$ cat src/rtl/trap_pkg.sv
// trap_pkg: shared CSR addresses, trap encodings, cause codes, FSM states and mstatus bit positions.
package trap_pkg;
  localparam logic [11:0] CSR_MSTATUS = 12'h300;
  localparam logic [11:0] CSR_MTVEC = 12'h305;
  localparam logic [11:0] CSR_MEPC = 12'h341;
  localparam logic [11:0] CSR_MCAUSE = 12'h342;
  localparam int CAUSE_ECALL_M = 11;
  localparam int CAUSE_ILLEGAL_INSN = 2;
  localparam int MIE_BIT = 3;
  localparam int MPIE_BIT = 7;
  localparam int MPP_LO = 11;
  localparam int MPP_HI = 12;
  typedef enum logic [1:0] {
    TT_NONE  = 2'b00,
    TT_ECALL = 2'b01,
    TT_UNIMP = 2'b10,
    TT_MRET  = 2'b11
  } trap_type_e;
  typedef enum logic [2:0] {
    S_IDLE,
    S_SAVE_EPC,
    S_SAVE_CAUSE,
    S_SAVE_STATUS,
    S_RESTORE,
    S_REDIRECT
  } state_e;
endpackage

$ cat src/rtl/mstatus_update.sv
// mstatus_update: computes the mstatus value written on trap entry (is_mret_i=0) or mret (is_mret_i=1).
module mstatus_update
  import trap_pkg::*;
#(
  parameter int XLEN = 32
) (
  input  logic [XLEN-1:0] mstatus_in,
  input  logic            is_mret_i,
  output logic [XLEN-1:0] mstatus_o
);
  always_comb begin
    mstatus_o = mstatus_in;
    mstatus_o[MIE_BIT] = is_mret_i ? mstatus_in[MPIE_BIT] : 1'b0;
    mstatus_o[MPIE_BIT] = is_mret_i ? 1'b1 : mstatus_in[MIE_BIT];
    mstatus_o[MPP_HI:MPP_LO] = 2'b11;
  end
endmodule

$ cat src/rtl/trap_sequencer.sv
// trap_sequencer: multi-cycle FSM sequencing M-mode trap entry and mret over one CSR write port.
module trap_sequencer
  import trap_pkg::*;
#(
  parameter int XLEN = 32,
  parameter int CAUSE_ECALL = CAUSE_ECALL_M,
  parameter int CAUSE_ILLEGAL = CAUSE_ILLEGAL_INSN
) (
  input  logic            clk,
  input  logic            rst,
  input  logic            trap_valid,
  input  logic [1:0]      trap_type,
  input  logic [XLEN-1:0] trap_pc,
  input  logic [XLEN-1:0] mtvec_in,
  input  logic [XLEN-1:0] mepc_in,
  input  logic [XLEN-1:0] mstatus_in,
  output logic            csr_we,
  output logic [11:0]     csr_waddr,
  output logic [XLEN-1:0] csr_wdata,
  output logic            stall,
  output logic            flush,
  output logic            redirect_valid,
  output logic [XLEN-1:0] redirect_pc,
  output logic            busy
);
  state_e state_q, state_d;
  logic [1:0] type_q, type_d;
  logic [XLEN-1:0] pc_q, pc_d;
  logic [XLEN-1:0] mstatus_new;
  logic is_mret, accept;
  assign is_mret = type_q == TT_MRET;
  assign busy = state_q != S_IDLE;
  assign accept = state_q == S_IDLE && trap_valid && trap_type != TT_NONE;
  assign stall = busy || accept;
  mstatus_update #(.XLEN(XLEN)) u_mstatus_update (
    .mstatus_in(mstatus_in),
    .is_mret_i (is_mret),
    .mstatus_o (mstatus_new)
  );
  always_ff @(posedge clk) begin
    if (rst) begin
      state_q <= S_IDLE;
      type_q <= 2'b00;
      pc_q <= '0;
    end else begin
      state_q <= state_d;
      type_q <= type_d;
      pc_q <= pc_d;
    end
  end
  always_comb begin
    state_d = S_IDLE;
    type_d = type_q;
    pc_d = pc_q;
    csr_we = 1'b0;
    csr_waddr = 12'h000;
    csr_wdata = '0;
    flush = 1'b0;
    redirect_valid = 1'b0;
    redirect_pc = '0;
    case (state_q)
      S_IDLE: begin
        if (accept) begin
          type_d = trap_type;
          pc_d = trap_pc;
        end
        state_d = !accept ? S_IDLE : trap_type == TT_MRET ? S_RESTORE : S_SAVE_EPC;
      end
      S_SAVE_EPC: begin
        csr_we = 1'b1;
        csr_waddr = CSR_MEPC;
        csr_wdata = {pc_q[XLEN-1:2], 2'b00};
        state_d = S_SAVE_CAUSE;
      end
      S_SAVE_CAUSE: begin
        csr_we = 1'b1;
        csr_waddr = CSR_MCAUSE;
        csr_wdata = type_q == TT_ECALL ? XLEN'(CAUSE_ECALL) : XLEN'(CAUSE_ILLEGAL);
        state_d = S_SAVE_STATUS;
      end
      S_SAVE_STATUS, S_RESTORE: begin
        csr_we = 1'b1;
        csr_waddr = CSR_MSTATUS;
        csr_wdata = mstatus_new;
        state_d = S_REDIRECT;
      end
      S_REDIRECT: begin
        flush = 1'b1;
        redirect_valid = 1'b1;
        redirect_pc = is_mret ? {mepc_in[XLEN-1:2], 2'b00} : {mtvec_in[XLEN-1:2], 2'b00};
        state_d = S_IDLE;
      end
      default: state_d = S_IDLE;
    endcase
  end
endmodule

$ cat config.mk
export PLATFORM = sky130hd
export DESIGN_NAME = trap_sequencer
export DESIGN_NICKNAME = d
export VERILOG_FILES = /design/src/rtl/trap_pkg.sv /design/src/rtl/mstatus_update.sv /design/src/rtl/trap_sequencer.sv
export SDC_FILE = /design/constraint.sdc
export NUM_CORES = 1
export LEC_CHECK = 0
export CORE_MARGIN = 3
export CORE_UTILIZATION = 34
export DETAILED_ROUTE_END_ITERATION = 8
export GPL_ROUTABILITY_DRIVEN = 0
export PLACE_DENSITY = 0.86
export SETUP_SLACK_MARGIN = 0.15
export SYNTH_ARGS = -nofsm -noshare
export SYNTH_HDL_FRONTEND = slang
export SYNTH_SLANG_ARGS = --single-unit
export TNS_END_PERCENT = 5
$ cat constraint.sdc
create_clock -name clk -period 4.25 [get_ports clk]
set_input_delay 0.6375 -clock clk [delete_from_list [all_inputs] [get_ports clk]]
set_output_delay 0.6375 -clock clk [all_outputs]
set_load 0.01 [all_outputs]
Word level (Yosys, flattened, before mapping) --
Cells that the tools add are included. W data, S select, Z words.
Word-level totals: register bits 37, output and inout bits 81, word-level logic and storage cells 32
Operators by class: mux-type cells 12, reductions and logical operators 9, equal/unequal tests 8
Operator list (number):
- $pmux W32 S3 | 1
- $mux W32 | 2
- $pmux W10 S3 | 1
- $pmux W3 S4 | 1
- $eq A3 B2 Y1 const B | 2
- $eq A3 B3 Y1 const B | 2
- $mux W3 | 2
- $eq A2 B2 Y1 const B | 2
- $mux W1 | 4
- $mux W4 | 1
- $reduce_or A4 Y1 | 1
- $eq A3 B1 Y1 const B | 1
- $logic_not A3 Y1 | 1
- $reduce_bool A3 Y1 | 1
- $eq A2 B1 Y1 const B | 1
- $logic_and A1 B1 Y1 | 2
- $reduce_and A2 Y1 | 1
- $reduce_bool A2 Y1 | 1
- $reduce_or A2 Y1 | 1
- $logic_or A1 B1 Y1 | 1

Depth between registers and ports, before layout --
Gate-level depths: netlist of run 1.
depth after elaboration 5, gate-level depth with buffers 6

By module --
Synthesis of run 1 repeated with hierarchy kept, for this count alone.
Second synthesis, totals: cell total of the unflattened synthesis 359, area, all modules 2841.5 sq um
By module, submodules not included:
- trap_sequencer | cells an instance 326, area each 2598.7 sq um, instances 1
- mstatus_update | cells an instance 33, area each 242.7 sq um, instances 1

Worst setup path before layout of run 1 --
No wires, ideal clock.
path type input-to-output, start in trap_type[1], end out stall, stages on the path 3, buffers on the path 1, data required time 3.612 ns, data arrival time 1.233 ns, setup slack 2.379 ns, path through o211a_1 -> buf_6 -> or2b_1
On the way: word-level cells in the longest chain between the ends 3
RTL lines:
- start, declared | line trap_sequencer.sv:12 | input logic [1:0] trap_type,
- $reduce_bool A2 Y1 | line trap_sequencer.sv:33 | assign accept = state_q == S_IDLE && trap_valid && trap_type != TT_NONE;
- $logic_and A1 B1 Y1 | line trap_sequencer.sv:33
- $logic_or A1 B1 Y1 | line trap_sequencer.sv:34 | assign stall = busy || accept;
- end, declared | line trap_sequencer.sv:20 | output logic stall,
Every way passes these cells.

Worst setup path after layout of run 1 --
start reg state_q[0], end out redirect_pc[29]
On the way: word-level cells in the longest chain between the ends 2
RTL lines:
- start, declared | line trap_sequencer.sv:26 | state_e state_q, state_d;
- start signal, assigned | line trap_sequencer.sv:46 | state_q <= state_d;
- $eq A3 B3 Y1 | line trap_sequencer.sv:61 | case (state_q)
- $mux W32 | line trap_sequencer.sv:61
- end, declared | line trap_sequencer.sv:23 | output logic [XLEN-1:0] redirect_pc,
Every way passes these cells.

==> results of run 1 <==
-- worst reg2reg max path, cell delays in order, from the launching register on --
cell and delay (ps):
sky130_fd_sc_hd__dfxtp_1 450, sky130_fd_sc_hd__nor3_4 270, sky130_fd_sc_hd__o211a_1 200, sky130_fd_sc_hd__buf_4 440
sky130_fd_sc_hd__mux2i_1 260
-- per-layer routing --
layer / global-route usage (%) / vias to the layer above
li1: - / 1432
met1: 23.2 / 1347
met2: 36.9 / 135
met3: 7.17 / 10
met4: 5.36 / 0
met5: 0 / -
-- sequential cells by signal, indices dropped and copies added, names as in the netlist --
name	flops
state_q	3
type_q	2
pc_q	30
-- power groups by stage --
stage	Clock (mW)	Sequential (mW)	Combinational, mW
floorplan	0	0.390	0.297
global placement	0	0.403	0.518
detailed placement	0	0.405	0.525
CTS	0.318	0.398	0.528
global route	0.331	0.403	0.564
finish	0.309	0.398	0.523
-- stage by stage --
step	utilization, %	worst slack, ps	power, mW
global placement	62.3	1300	0.921
global route	64.0	767	1.30
detailed placement	62.3	1340	0.930
CTS	64.0	1010	1.24
floorplan	-	2380	0.688
finish	64.0	1030	1.23
-- layout make-up --
type / instances / area (µm²) / share of cell area [%]
sequential: 35 / 701 / 15.9
multi-input combinational: 257 / 1460 / 33.1
timing repair buffer: 199 / 1980 / 45.1
tap: 96 / 120 / 2.73
clock buffer: 6 / 82.6 / 1.88
clock inverter: 2 / 35.0 / 0.796
inverter: 5 / 18.8 / 0.427
-- worst max path at each step --
stage                      end  slack [ps]
2_1_floorplan            stall        2380
3_3_place_gp   redirect_pc[21]        1300
3_5_place_dp   redirect_pc[21]        1340
4_1_cts        redirect_pc[21]        1010
5_1_grt        redirect_pc[29]         770
6_report       redirect_pc[29]        1030
-- cells in the final DEF, fill, tap and decap left out, types with 2 or more instances in the layout --
| cell type | netlist | final |
|---|---|---|
| sky130_fd_sc_hd__a21oi_1 | 33 | 33 |
| sky130_fd_sc_hd__a31o_2 | 2 | 2 |
| sky130_fd_sc_hd__a22o_1 | 26 | 26 |
| sky130_fd_sc_hd__conb_1 | 1 | 9 |
| sky130_fd_sc_hd__mux2i_1 | 30 | 30 |
| sky130_fd_sc_hd__dfxtp_1 | 35 | 35 |
| sky130_fd_sc_hd__and3_1 | 3 | 3 |
| sky130_fd_sc_hd__nand2b_1 | 2 | 2 |
| sky130_fd_sc_hd__clkdlybuf4s50_1 | 0 | 196 |
| sky130_fd_sc_hd__nand2_1 | 126 | 126 |
| sky130_fd_sc_hd__buf_4 | 11 | 3 |
| sky130_fd_sc_hd__nor2_1 | 4 | 3 |
| sky130_fd_sc_hd__inv_1 | 5 | 4 |
| sky130_fd_sc_hd__clkbuf_8 | 0 | 6 |
| sky130_fd_sc_hd__a21o_1 | 4 | 4 |
-- cells by family (layout without fill, tap and decap cells) --
family,count (synthesis),in the layout
other,1,9
AO/OA/AOI/OAI,73,73
buffers and inverters,45,212
multiplexers,30,30
XOR/XNOR,1,1
flip-flops,35,35
AND/OR/NAND/NOR,144,144
==> impl_metrics.prom, run 1 <==
# TYPE chip_impl_metric gauge
chip_impl_info{name="status",value="finished clean"} 1
chip_impl_metric{name="grt_first_pass_wirelength",unit="mm"} 14.0
chip_impl_metric{name="floorplan.die.height",unit="µm"} 90.5
chip_impl_metric{name="critical_path.max_fanout",unit=""} 31
chip_impl_metric{name="floorplan.core_area",unit="µm²"} 6870
chip_impl_metric{name="grt_usage",unit="%"} 20.6
chip_impl_metric{name="layout-drive-gt1-share",unit="%"} 3.77
chip_impl_metric{name="max-slew-margin-rel",unit="%"} 26.1
chip_impl_metric{name="share_of_synthesized_area_spent_on_multiplexers",unit="%"} 12.4
chip_impl_metric{name="clock.fmax",unit="MHz"} 310
chip_impl_info{name="end_kind",value="output pin"} 1
chip_impl_metric{name="worstPathRequired",unit="ps"} 3610
chip_impl_metric{name="yosys_register_bits",unit=""} 35
chip_impl_info{name="ys_dominant_reg_cell",value="sky130_fd_sc_hd__dfxtp_1"} 1
chip_impl_metric{name="syn-instance-count",unit=""} 329
chip_impl_metric{name="drv_cap",unit=""} 0
chip_impl_metric{name="hold_viol_final",unit=""} 0
chip_impl_info{name="clock_tree_from_tritoncts",value="yes"} 1
chip_impl_metric{name="tns",unit="ps"} 0
chip_impl_metric{name="final-setup-viol-count",unit=""} 0
chip_impl_metric{name="clk-insertion-delay-late",unit="ps"} 280
chip_impl_metric{name="timing.reg2reg.setup_slack",unit="ps"} 2560
chip_impl_metric{name="power_density",unit="nW/µm²"} 280
chip_impl_metric{name="min_period_over_period",unit="%"} 75.8
chip_impl_info{name="timing.critical_path.cells",value="nor2b_1 > nand2_1 > a21oi_1 > clkdlybuf4s50_1"} 1
chip_impl_metric{name="post_cts_resized",unit=""} 0
chip_impl_metric{name="worstPathArrival",unit="ps"} 2580
chip_impl_metric{name="critical_path_cell_count",unit=""} 4
chip_impl_metric{name="fin_cells",unit=""} 600
chip_impl_metric{name="synth.distinct_cells",unit=""} 35
chip_impl_info{name="worst_path_dominant_cell_family",value="simple AND/OR/NAND/NOR gates"} 1
chip_impl_info{name="critical_path_class",value="reg2out"} 1
chip_impl_metric{name="post_synth_edffs",unit=""} 0
chip_impl_metric{name="n_fill_cell",unit=""} 614
chip_impl_metric{name="dp.final_hpwl",unit="mm"} 6.90
chip_impl_info{name="ys_top_cells_by_area",value="sky130_fd_sc_hd__dfxtp_1, sky130_fd_sc_hd__nand2_1, sky130_fd_sc_hd__mux2i_1, sky130_fd_sc_hd__a22o_1, sky130_fd_sc_hd__a21oi_1"} 1
chip_impl_metric{name="syn_to_final_growth",unit="%"} 81.1
chip_impl_info{name="netlist_top_cells_count",value="sky130_fd_sc_hd__nand2_1, sky130_fd_sc_hd__dfxtp_1, sky130_fd_sc_hd__a21oi_1"} 1
chip_impl_metric{name="clock_tree.buffer_depth",unit=""} 2
chip_impl_info{name="critPathLaunchType",value="flop"} 1
chip_impl_metric{name="number_of_global_route_vias_before_repair",unit=""} 2869
chip_impl_info{name="setup.worst_path.start",value="state_q[0]"} 1
chip_impl_metric{name="internal_power",unit="mW"} 0.862
chip_impl_metric{name="number_of_placed_instances_with_taps_included",unit=""} 592
chip_impl_metric{name="timing.clock.skew",unit="ps"} 5.97
chip_impl_info{name="worst_path_slowest_cell",value="sky130_fd_sc_hd__clkdlybuf4s50_1"} 1
chip_impl_metric{name="max_slew.worst_pin.slew",unit="ps"} 1110
chip_impl_metric{name="floorplan.initialDensity",unit="%"} 35.4
chip_impl_metric{name="power.ir.vdd_worst",unit="mV"} 0.202
chip_impl_metric{name="antennaDiodeCount",unit=""} 0
chip_impl_metric{name="dpl-instance-area",unit="µm²"} 4280
chip_impl_metric{name="initialDrtViolationCount",unit=""} 100
chip_impl_metric{name="number_of_levels_in_the_clock_h_tree",unit=""} 2
chip_impl_metric{name="power.share.switching",unit="%"} 29.9
chip_impl_metric{name="combinationalPowerShare",unit="%"} 42.5
chip_impl_info{name="worstHoldEndpoint",value="pc_q[3]"} 1
chip_impl_metric{name="syn-mean-instance-area",unit="µm²"} 7.39
chip_impl_metric{name="gr-total-overflow",unit=""} 0
chip_impl_metric{name="layout_nets",unit=""} 636
chip_impl_metric{name="fp.dieW",unit="µm"} 90.5
chip_impl_metric{name="seq_power_share",unit="%"} 32.4
chip_impl_metric{name="count_of_vias_placed_by_the_detailed_router",unit=""} 2924
chip_impl_metric{name="firstDrtPassIters",unit=""} 4
chip_impl_metric{name="avgViaCountPerCell",unit=""} 4.87
chip_impl_metric{name="die_area",unit="µm²"} 8200
chip_impl_metric{name="wl_met3",unit="µm"} 844
chip_impl_info{name="clockRootBuffer",value="sky130_fd_sc_hd__clkbuf_8"} 1
chip_impl_metric{name="sequential_to_total_area_share_from_yosys_stat",unit="%"} 28.8
chip_impl_info{name="synth_top_family_by_area",value="simple AND/OR/NAND/NOR gates"} 1
chip_impl_metric{name="leakage",unit="nW"} 1.77
chip_impl_metric{name="simple_logic_cell_fraction_of_the_synthesized_area",unit="%"} 24.9
chip_impl_metric{name="numCtsBuffers",unit=""} 5
chip_impl_metric{name="layout.cell_area.non_filler",unit="µm²"} 4400
chip_impl_metric{name="clock_sink_count",unit=""} 35
chip_impl_metric{name="synth_adder_area_share",unit="%"} 0
chip_impl_info{name="netlist.top_cell.by_area",value="sky130_fd_sc_hd__dfxtp_1"} 1
chip_impl_info{name="most_repeated_cell_in_the_gate_level_netlist_after_synthesis",value="sky130_fd_sc_hd__nand2_1"} 1
chip_impl_metric{name="timing.final.crit_period",unit="ps"} 3220
chip_impl_info{name="hold_path.class",value="reg2reg"} 1
chip_impl_metric{name="clkTransAtPathRegs",unit="ps"} 70
chip_impl_info{name="crit-reg2reg-launch",value="state_q[2]"} 1
chip_impl_metric{name="critPathMaxStageDelay",unit="ps"} 630
chip_impl_metric{name="hold_buffers",unit=""} 0
chip_impl_metric{name="io_buffers",unit=""} 196
chip_impl_metric{name="drt.antenna.violating_nets",unit=""} 0
chip_impl_info{name="rr_endpoint",value="pc_q[30]"} 1
chip_impl_metric{name="drt-met1-wl",unit="mm"} 3.43
chip_impl_metric{name="clkPwrFrac",unit="%"} 25.1
chip_impl_metric{name="maximum_number_of_pins_on_one_net_before_global_route_repair",unit=""} 48
chip_impl_metric{name="final_number_of_max_transition_violations",unit=""} 0
chip_impl_metric{name="hold-worst-slack",unit="ps"} 460
chip_impl_metric{name="synthArstFlopShare",unit="%"} 0
chip_impl_metric{name="synth_xor_xnor_area_share",unit="%"} 0.360
chip_impl_metric{name="yosys_warnings",unit=""} 0
chip_impl_metric{name="routed_length_on_met2",unit="mm"} 4.46
chip_impl_info{name="worst_hold_startpoint",value="pc_q[3]"} 1
chip_impl_metric{name="synthDominantCellAreaShare",unit="%"} 28.8
chip_impl_metric{name="wire_length_per_cell_after_detailed_routing",unit="µm"} 14.8
chip_impl_metric{name="sum_of_buffers_and_inverters_on_the_critical_path",unit=""} 1
chip_impl_metric{name="cts_post_setup_buffers_inserted",unit=""} 0
chip_impl_metric{name="antenna_violations_before_repair",unit=""} 0
chip_impl_metric{name="totalWireLength",unit="mm"} 8.88
chip_impl_metric{name="io_pins",unit=""} 214
chip_impl_metric{name="net_switching_power",unit="mW"} 0.368
chip_impl_metric{name="placementRows",unit=""} 30
chip_impl_metric{name="hold_depth",unit=""} 2
chip_impl_metric{name="synth_area",unit="µm²"} 2430
chip_impl_info{name="dr.max_layer_used",value="met4"} 1
chip_impl_info{name="grt_setup_unrepaired",value="no"} 1
chip_impl_metric{name="synth-compound-area-share",unit="%"} 20.9
chip_impl_metric{name="remaining_drc_errors",unit=""} 0
chip_impl_metric{name="worstRegToRegCells",unit=""} 4
Power figures use the tool's default switching activity.
==> inputs of run 2 (changes only) <==
--- a/config.mk
+++ b/config.mk
@@ -6,10 +6,10 @@
 export NUM_CORES = 1
 export LEC_CHECK = 0
 export CORE_MARGIN = 3
-export CORE_UTILIZATION = 34
+export CORE_UTILIZATION = 32
 export DETAILED_ROUTE_END_ITERATION = 8
 export GPL_ROUTABILITY_DRIVEN = 0
-export PLACE_DENSITY = 0.86
+export PLACE_DENSITY = 0.82
 export SETUP_SLACK_MARGIN = 0.15
 export SYNTH_ARGS = -nofsm -noshare
 export SYNTH_HDL_FRONTEND = slang
==> constraint.sdc (replaced) <==
create_clock -name clk -period 3.1 [get_ports clk]
set_input_delay 0.465 -clock clk [delete_from_list [all_inputs] [get_ports clk]]
set_output_delay 0.465 -clock clk [all_outputs]
set_load 0.01 [all_outputs]
==> impl_metrics.prom, run 2 (synthesis results as in run 1) <==
# TYPE chip_impl_metric gauge
chip_impl_info{name="grt_setup_unrepaired",value="no"} 1
chip_impl_metric{name="clkPwrFrac",unit="%"} 19.5
chip_impl_metric{name="clock_sink_count",unit=""} 35
chip_impl_info{name="setup.worst_path.start",value="state_q[0]"} 1
chip_impl_metric{name="drt.antenna.violating_nets",unit=""} 0
chip_impl_metric{name="worstPathRequired",unit="ps"} 2630
chip_impl_metric{name="hold_viol_final",unit=""} 0
chip_impl_info{name="mostFrequentLayoutCell",value="sky130_fd_sc_hd__clkdlybuf4s50_1"} 1
chip_impl_metric{name="clkTransAtPathRegs",unit="ps"} 60
chip_impl_metric{name="largest_register_ffs",unit=""} 30
chip_impl_info{name="critPathLaunchType",value="flop"} 1
chip_impl_metric{name="final-setup-viol-count",unit=""} 0
chip_impl_info{name="timing.critical_path.cells",value="nor2b_1 > nand2_1 > buf_12 > a21oi_1 > clkdlybuf4s50_1"} 1
chip_impl_metric{name="placementRows",unit=""} 31
chip_impl_info{name="hold_path.class",value="reg2reg"} 1
chip_impl_info{name="top_register",value="pc_q"} 1
chip_impl_metric{name="hold-worst-slack",unit="ps"} 459
chip_impl_metric{name="net_switching_power",unit="mW"} 0.499
chip_impl_metric{name="tns",unit="ps"} 0
chip_impl_metric{name="cts_post_setup_buffers_inserted",unit=""} 0
chip_impl_info{name="top_library_cells_by_usage_in_the_layout_fill_and_taps_aside",value="sky130_fd_sc_hd__clkdlybuf4s50_1, sky130_fd_sc_hd__nand2_1, sky130_fd_sc_hd__dfxtp_1, sky130_fd_sc_hd__a21oi_1, sky130_fd_sc_hd__mux2i_1"} 1
chip_impl_metric{name="count_of_vias_placed_by_the_detailed_router",unit=""} 2865
chip_impl_metric{name="critPathMaxStageDelay",unit="ps"} 610
chip_impl_metric{name="final.setup.worst_slack",unit="ps"} 303
chip_impl_info{name="status",value="finished clean"} 1
chip_impl_info{name="critical_path_class",value="reg2out"} 1
chip_impl_metric{name="internal_power",unit="mW"} 1.09
chip_impl_metric{name="floorplan.die.height",unit="µm"} 93.1
chip_impl_info{name="worst_hold_startpoint",value="pc_q[3]"} 1
chip_impl_metric{name="clk-insertion-delay-late",unit="ps"} 280
chip_impl_metric{name="power_density",unit="nW/µm²"} 359
chip_impl_metric{name="gr-total-overflow",unit=""} 0
chip_impl_metric{name="initialDrtViolationCount",unit=""} 100
chip_impl_metric{name="critical_path.max_fanout",unit=""} 20
chip_impl_metric{name="combinationalPowerShare",unit="%"} 45.9
chip_impl_metric{name="layout.cell_area.non_filler",unit="µm²"} 4420
chip_impl_info{name="clock_tree_from_tritoncts",value="yes"} 1
chip_impl_metric{name="wire_length_per_cell_after_detailed_routing",unit="µm"} 14.2
chip_impl_metric{name="floorplan.initialDensity",unit="%"} 33.3
chip_impl_metric{name="die_area",unit="µm²"} 8680
chip_impl_metric{name="dpl-instance-area",unit="µm²"} 4340
chip_impl_info{name="clockRootBuffer",value="sky130_fd_sc_hd__clkbuf_8"} 1
chip_impl_metric{name="seq_power_share",unit="%"} 34.5
chip_impl_metric{name="totalWireLength",unit="mm"} 8.65
chip_impl_metric{name="max-slew-margin-rel",unit="%"} 66.2
chip_impl_metric{name="leakage",unit="nW"} 1.79
chip_impl_info{name="crit_end",value="redirect_pc[27]"} 1
chip_impl_metric{name="number_of_global_route_vias_before_repair",unit=""} 2752
chip_impl_metric{name="worstRegToRegCells",unit=""} 4
chip_impl_metric{name="fp.dieW",unit="µm"} 93.1
chip_impl_info{name="rr_endpoint",value="pc_q[21]"} 1
chip_impl_info{name="crit-reg2reg-launch",value="state_q[0]"} 1
chip_impl_metric{name="layout_nets",unit=""} 641
chip_impl_metric{name="place_ws",unit="ps"} 554
chip_impl_metric{name="io_pins",unit=""} 214
chip_impl_metric{name="io_buffers",unit=""} 196
chip_impl_metric{name="clock_tree.buffer_depth",unit=""} 2
chip_impl_metric{name="power.share.switching",unit="%"} 31.4
chip_impl_metric{name="timing.reg2reg.setup_slack",unit="ps"} 1360
chip_impl_metric{name="sum_of_buffers_and_inverters_on_the_critical_path",unit=""} 2
chip_impl_metric{name="numCtsBuffers",unit=""} 5
chip_impl_metric{name="critical_path_cell_count",unit=""} 5
chip_impl_info{name="worst_path_slowest_cell",value="sky130_fd_sc_hd__clkdlybuf4s50_1"} 1
chip_impl_metric{name="floorplan.core_area",unit="µm²"} 7290
chip_impl_metric{name="max_slew.worst_pin.slew",unit="ps"} 507
chip_impl_metric{name="firstDrtPassIters",unit=""} 4
chip_impl_info{name="worst_path_dominant_cell_family",value="buffers and inverters"} 1
chip_impl_info{name="end_kind",value="output pin"} 1
chip_impl_metric{name="final_number_of_max_transition_violations",unit=""} 0
chip_impl_metric{name="grt_usage",unit="%"} 18.9
chip_impl_metric{name="antenna_violations_before_repair",unit=""} 0
chip_impl_metric{name="power.ir.vdd_worst",unit="mV"} 0.261
chip_impl_metric{name="remaining_drc_errors",unit=""} 0
chip_impl_metric{name="layout-drive-gt1-share",unit="%"} 4.32
chip_impl_metric{name="number_of_levels_in_the_clock_h_tree",unit=""} 2
chip_impl_metric{name="timing.clock.skew",unit="ps"} 5.42
chip_impl_metric{name="avgViaCountPerCell",unit=""} 4.71
chip_impl_metric{name="syn_to_final_growth",unit="%"} 82.1
chip_impl_info{name="reg.largest.list",value="pc_q x30, state_q x3, type_q x2"} 1
chip_impl_metric{name="min_period_over_period",unit="%"} 90.2
chip_impl_metric{name="grt_first_pass_wirelength",unit="mm"} 13.4
chip_impl_metric{name="drv_cap",unit=""} 0
chip_impl_metric{name="worstPathArrival",unit="ps"} 2330
chip_impl_metric{name="dp.final_hpwl",unit="mm"} 6.86
chip_impl_metric{name="antennaDiodeCount",unit=""} 0
chip_impl_metric{name="maximum_number_of_pins_on_one_net_before_global_route_repair",unit=""} 41
chip_impl_metric{name="clock.fmax",unit="MHz"} 358
chip_impl_metric{name="timing.final.crit_period",unit="ps"} 2800
[run 2: cell type report]
cell class                 count  area [µm²]
clock buffer                   7        76.3
clock inverter                 1        5.00
fill                         670        2870
inverter                       5        18.8
multi-input combinational    257        1470
sequential                    35         701
tap                           99         124
timing repair buffer         204        2030
[run 2: worst min path at each step]
stage	to	slack, ps	cells after the start
after detailed placement	pc_q[23]	450	2
after CTS	pc_q[23]	460	2
after global routing	pc_q[28]	480	2
final	pc_q[3]	460	2
after floorplan	pc_q[10]	430	2
after global placement	pc_q[21]	440	2
[run 2: worst register-to-register path: stages, from the launching register on]
cell and delay (ps):
sky130_fd_sc_hd__dfxtp_1 410, sky130_fd_sc_hd__nor3_4 340, sky130_fd_sc_hd__o211a_1 210, sky130_fd_sc_hd__buf_4 430, sky130_fd_sc_hd__mux2i_1 270
[run 2: through the flow]
stage | utilization [%] | power [mW] | cells
2_1_floorplan | - | 0.943 | 337
5_1_grt | 60.7 | 1.68 | 608
3_5_place_dp | 59.5 | 1.29 | 600
4_1_cts | 60.6 | 1.60 | 608
3_3_place_gp | 59.5 | 1.27 | 600
6_report | 60.7 | 1.59 | 608
[run 2: routing by layer]
| layer | track usage (%) | vias to the layer above | routed length (µm) |
|---|---|---|---|
| met1 | 21.5 | 1282 | 3250 |
| li1 | - | 1446 | - |
| met5 | 0 | - | 0 |
| met3 | 6.28 | 4 | 853 |
| met2 | 34.3 | 133 | 4470 |
| met4 | 3.79 | 0 | 77 |
[run 2: timing repair]
action / 4_1_cts / 5_1_grt
hold buffers: 0 / 0
endpoints found under the setup margin: 0 / 26
hold endpoints to repair: 0 / 0
gates resized for setup: 0 / 1
[run 2: power by group through the flow]
| stage | clock (mW) | sequential [mW] | combinational (mW) |
|---|---|---|---|
| 2_1_floorplan | 0 | 0.535 | 0.408 |
| 3_3_place_gp | 0 | 0.554 | 0.716 |
| 3_5_place_dp | 0 | 0.556 | 0.731 |
| 4_1_cts | 0.322 | 0.547 | 0.736 |
| 5_1_grt | 0.339 | 0.555 | 0.788 |
| 6_report | 0.310 | 0.548 | 0.729 |
